===== src/rtl/pcs_tx_ordered_set.sv =====
// 1000BASE-X PCS transmit ordered-set generator feeding the 8b10b encoder; optional PCS_TX_CARRIER_EXT_EN adds carrier extension (EXT).
// Latency: one cycle from GMII sample to registered enc_* outputs.
// Backpressure: none; one code-group is emitted every tx_clk cycle.
module pcs_tx_ordered_set #(
  parameter logic RD_INIT = 1'b0,
  parameter int   V_ON_ER = 1
) (
  input  logic        tx_clk,
  input  logic        tx_rst,
  input  logic [7:0]  gmii_txd,
  input  logic        gmii_tx_en,
  input  logic        gmii_tx_er,
  input  logic [1:0]  xmit,
  input  logic [15:0] cfg_word,
  input  logic        enc_rd_next,
  output logic [7:0]  enc_data,
  output logic [3:0]  enc_sel,
  output logic        enc_rd,
  output logic        tx_even,
  output logic        transmitting
);

  localparam logic [3:0] SEL_DATA = 4'b1101;
  localparam logic [3:0] SEL_K285 = 4'b1100;
  localparam logic [3:0] SEL_S    = 4'b1000;
  localparam logic [3:0] SEL_T    = 4'b1001;
  localparam logic [3:0] SEL_R    = 4'b1011;
  localparam logic [3:0] SEL_V    = 4'b1010;
  localparam logic [3:0] SEL_D215 = 4'b1110;
  localparam logic [3:0] SEL_D22  = 4'b1111;
  localparam logic [3:0] SEL_D56  = 4'b0000;
  localparam logic [3:0] SEL_D162 = 4'b0001;

  localparam logic [1:0] XMIT_CONFIG = 2'b01;
  localparam logic [1:0] XMIT_DATA   = 2'b10;

  typedef enum logic [2:0] {
    IDLE, CFG, START, DATA, END_T, END_R1, END_R2
`ifdef PCS_TX_CARRIER_EXT_EN
    , EXT
`endif
  } state_t;

  state_t      state, nextState;
  logic [2:0]  cfgPos, nextCfgPos;
  logic [15:0] cfgReg, nextCfgReg;
  logic [3:0]  nextSel;
  logic [7:0]  nextData;
  logic        nextTx;

`ifdef PCS_TX_CARRIER_EXT_EN
  logic extCond;
  assign extCond = !gmii_tx_en && gmii_tx_er && (gmii_txd == 8'h0F);
`endif

  always_comb begin
    nextState  = state;
    nextSel    = SEL_K285;
    nextData   = 8'h00;
    nextCfgPos = cfgPos + 3'd1;
    nextCfgReg = cfgReg;

    case (state)
      IDLE: begin
        if (!tx_even) begin
          if (xmit == XMIT_CONFIG) begin
            nextState  = CFG;
            nextCfgPos = 3'd0;
            nextCfgReg = cfg_word;
          end else if (xmit == XMIT_DATA && gmii_tx_en) begin
            nextState = START;
            nextSel   = SEL_S;
          end
        end else begin
          // enc_rd_next is the disparity that will accompany the odd idle symbol
          nextSel = enc_rd_next ? SEL_D162 : SEL_D56;
        end
      end

      CFG: begin
        if (cfgPos[1:0] == 2'd3) begin
          if (xmit == XMIT_CONFIG) begin
            nextCfgReg = cfg_word;
          end else begin
            nextState = IDLE;
          end
        end else begin
          case (nextCfgPos[1:0])
            2'd1: nextSel = nextCfgPos[2] ? SEL_D22 : SEL_D215;
            2'd2: begin
              nextSel  = SEL_DATA;
              nextData = cfgReg[7:0];
            end
            default: begin
              nextSel  = SEL_DATA;
              nextData = cfgReg[15:8];
            end
          endcase
        end
      end

      START, DATA: begin
        if (gmii_tx_en) begin
          nextState = DATA;
          if (V_ON_ER != 0 && gmii_tx_er) begin
            nextSel = SEL_V;
          end else begin
            nextSel  = SEL_DATA;
            nextData = gmii_txd;
          end
        end else begin
          nextState = END_T;
          nextSel   = SEL_T;
        end
      end

      END_T: begin
        nextSel   = SEL_R;
        nextState = END_R1;
`ifdef PCS_TX_CARRIER_EXT_EN
        if (extCond) nextState = EXT;
`endif
      end

      END_R1: begin
`ifdef PCS_TX_CARRIER_EXT_EN
        if (extCond) begin
          nextState = EXT;
          nextSel   = SEL_R;
        end else
`endif
        if (tx_even) begin
          nextState = END_R2;
          nextSel   = SEL_R;
        end else begin
          nextState = IDLE;
        end
      end

      END_R2: nextState = IDLE;

`ifdef PCS_TX_CARRIER_EXT_EN
      EXT: begin
        if (extCond) begin
          nextSel = SEL_R;
        end else if (!gmii_tx_en && gmii_tx_er) begin
          nextSel = SEL_V;
        end else if (tx_even) begin
          nextState = END_R2;
          nextSel   = SEL_R;
        end else begin
          nextState = IDLE;
        end
      end
`endif

      default: nextState = IDLE;
    endcase

    nextTx = !(nextState == IDLE || nextState == CFG);
  end

  always_ff @(posedge tx_clk) begin
    if (tx_rst) begin
      state        <= IDLE;
      cfgPos       <= 3'd0;
      cfgReg       <= 16'h0000;
      enc_sel      <= SEL_K285;
      enc_data     <= 8'h00;
      enc_rd       <= RD_INIT;
      tx_even      <= 1'b1;
      transmitting <= 1'b0;
    end else begin
      state        <= nextState;
      cfgPos       <= nextCfgPos;
      cfgReg       <= nextCfgReg;
      enc_sel      <= nextSel;
      enc_data     <= nextData;
      enc_rd       <= enc_rd_next;
      tx_even      <= ~tx_even;
      transmitting <= nextTx;
    end
  end

endmodule


===== config.mk =====
export PLATFORM = sky130hd
export DESIGN_NAME = pcs_tx_ordered_set
export DESIGN_NICKNAME = d
export VERILOG_FILES = /design/src/rtl/pcs_tx_ordered_set.sv
export SDC_FILE = /design/constraint.sdc
export NUM_CORES = 1
export LEC_CHECK = 0
export ABC_AREA = 1
export BUFFER_PORTS_ARGS = -buffer_cell sky130_fd_sc_hd__buf_2
export CORE_MARGIN = 2
export CORE_UTILIZATION = 45
export DETAILED_ROUTE_END_ITERATION = 16
export GPL_TIMING_DRIVEN = 0
export PLACE_DENSITY = 0.69
export SYNTH_ARGS = -nofsm -noshare
export SYNTH_HDL_FRONTEND = slang
export SYNTH_SLANG_ARGS = --single-unit

===== constraint.sdc =====
create_clock -name tx_clk -period 3.95 [get_ports tx_clk]
set_input_delay 0.79 -clock tx_clk [delete_from_list [all_inputs] [get_ports tx_clk]]
set_output_delay 0.79 -clock tx_clk [all_outputs]
set_load 0.005 [all_outputs]

==> run metrics <==
status=finished clean; synth cell count leaders=72 x nand2_1, 45 x nor2_1, 37 x dfxtp_1; wire per inst=9.87 microns; FFs w/ async S/R, synth=0%; final setup TNS=0 ns; relative slew slack=68.6%; hold path cells=1; Final Hold Fails=0; Buf/Inv on CP=1; Hold Path Origin=cfgPos[0]; Critical Path Max Stage Delay=0.45 ns; gr usage total=17.8%; CTS Buffer Depth=2; min cycle time layout=1.69 ns; critical path class=reg2out; slowest stage cell on the critical path=dfxtp_1; total gr overflow=0; Via Count=1623; yosys warns=0; num ports=46; fmax=0.593 GHz; Post-Syn Area=1710 sq um; Clock Tree Root=clkbuf_8; Post-synth EDFFs=0; DR vias/cell=4.53; top cell type's share of synthesized area=43.2%; RePlAce Congestion=0.807; Routed WL=3540 microns; Crit. End Element=primary output; cell count after synthesis=257; Worst Skew=0.00763 ns; Distinct cells, synth=21; post-synth top area cell=dfxtp_1; n_diodes=0; CP cell instances=buf_2; placed cells=350; leak pwr=1.10 nW; flop2flop setup slack=2.43 ns; Max Cap Viol=0; die area=4320 sq um; sequential element share of the synthesized area=43.2%; initial detailed-routing violation count=38; # DRC=0; die height=65.7 microns; worst-skew pair later-pin latency=0.29 ns; largest cells by area after synthesis=dfxtp_1 43%, nand2_1 16%, nor2_1 9.9%; final std cells w/o fill=358; detailed placement HPWL=2680 microns; slew at the pin closest to its max-slew limit=0.470 ns; RSZ-0062 raised after global routing=no; initial antenna violation count=0; Final ANT Viol Nets=0; Final #Nets=344; synthesized area per cell=6.67 sq um; TritonRoute pass-1 iters=4; Synth Register Bits=37; global-route wire length before repair=5930 microns; Main synth FF type=dfxtp_1; Worst Reg-to-Reg Cells=7; Initial Utilization=46.8%; Area Growth Syn to Fin=23.4%; Max H-tree Level=2; die extent in x=65.7 microns; Syn Nets=292; Row Count=22; CTS tree=built; top-count cell post-synth=nand2_1; peak supply drop=235 uV; Placeable Area=3660 sq um; WP data required=3.16 ns; vias in the first global route=1425; crit path max fanout=7; CTS Buf Count=5; clock slew at reported path FFs=0.07 ns; Final Max Slew Viols=0; post_cts resized=0; FF-to-FF End=cfgReg[11]; Pwr Density=428 nW/um^2; Hold Path Class=reg2reg; Worst Hold Path EP=cfgPos[0]; Worst R2R Start=cfgPos[0]; Tcrit/Tclk final=42.7%; pin count of the biggest net entering global routing=12; critical path data arrival time=0.90 ns; Setup violations, final=0; Post-CTS Hold Buffers=0; Worst setup SP type=flip-flop; delay-heaviest family, CP=flip-flops; layout cells sized above 1=20.3%; Port Buffers=45; CTS Sinks=37; setup bufs post-CTS=0
[per-layer routing]
layer / track usage, % / vias to the layer above / share of wire [%] / wire [microns]
met2: 30.4 / 38 / 44 / 1560
met3: 5.65 / 6 / 5.5 / 195
met4: 5.99 / 0 / 0.76 / 27
li1: - / 895 / - / -
met5: 0 / - / 0 / 0
met1: 21.0 / 684 / 50 / 1750
[layout by cell type (no fill, tap or decap), types with 4 or more instances in the layout]
cell      Yosys  routed
nand3_1      31      31
buf_2         0      45
dfxtp_1      37      37
a21oi_1      10      10
nor2_1       45      45
ha_1          4       4
nand2_1      72      72
clkbuf_1      4       5
clkbuf_8      0       6
inv_1        32      32
[worst max path at each step]
stage	startpoint	endpoint	slack, ns	depth (start not counted)
global placement	xmit[1]	cfgReg[5]	2.03	7
detailed placement	xmit[1]	cfgReg[5]	2.01	7
finish	tx_even	tx_even	2.26	1
floorplan	xmit[0]	cfgReg[10]	2.33	7
global route	cfgPos[1]	enc_data[7]	2.20	8
CTS	tx_even	tx_even	2.26	1
[area by class of cell]
type,instances,area (sq um)
Sequential cell,37,741
Buffer,7,37.5
Multi-Input combinational cell,177,801
Timing Repair Buffer,45,225
Inverter,36,135
Clock inverter,1,30.0
Fill cell,379,1550
Clock buffer,7,86.3
Tap cell,48,60.1
[worst register-to-register path, cell delays in order, from the launching register on]
cell and delay [ns]:
dfxtp_1 0.38, ha_1 0.27, nand4_1 0.11, nand2_1 0.22, buf_4 0.23, nand3_1 0.10, nand2_1 0.07, nor2_1 0.04
[power by group]
group	internal, mW	switching [mW]
logic	0.0597	0.0958
clock network	0.206	0.128
registers	0.400	0.0150
[flip-flops by register name, summed over array words and instances (netlist names)]
name	flops
cfgReg	16
enc_data	8
enc_sel	4
cfgPos	3
state	3
enc_rd	1
transmitting	1
tx_even	1
[kinds of logic (layout without fill, tap and decap cells)]
family / count (synthesis) / in the layout / share of synthesized area [%]
AO/OA/AOI/OAI: 18 / 18 / 5.84
adder cells (fa/ha/maj): 4 / 4 / 2.92
flip-flops: 37 / 37 / 43.2
XOR/XNOR: 1 / 1 / 0.511
AND/OR/NAND/NOR: 154 / 154 / 37.4
buffers and inverters: 43 / 96 / 10.1
[stage by stage]
step	cell area (sq um)	util (%)	power (mW)	hold slack [ns]	worst slack [ns]
after floorplan	1710	-	0.528	0.433	2.33
after global placement	2000	54.6	0.577	0.454	2.03
after detailed placement	2000	54.6	0.579	0.461	2.01
after CTS	2120	57.8	0.913	0.481	2.26
after global routing	2120	57.8	0.958	0.504	2.20
final	2120	57.8	0.905	0.473	2.26
(Power assumes the default switching activity.)
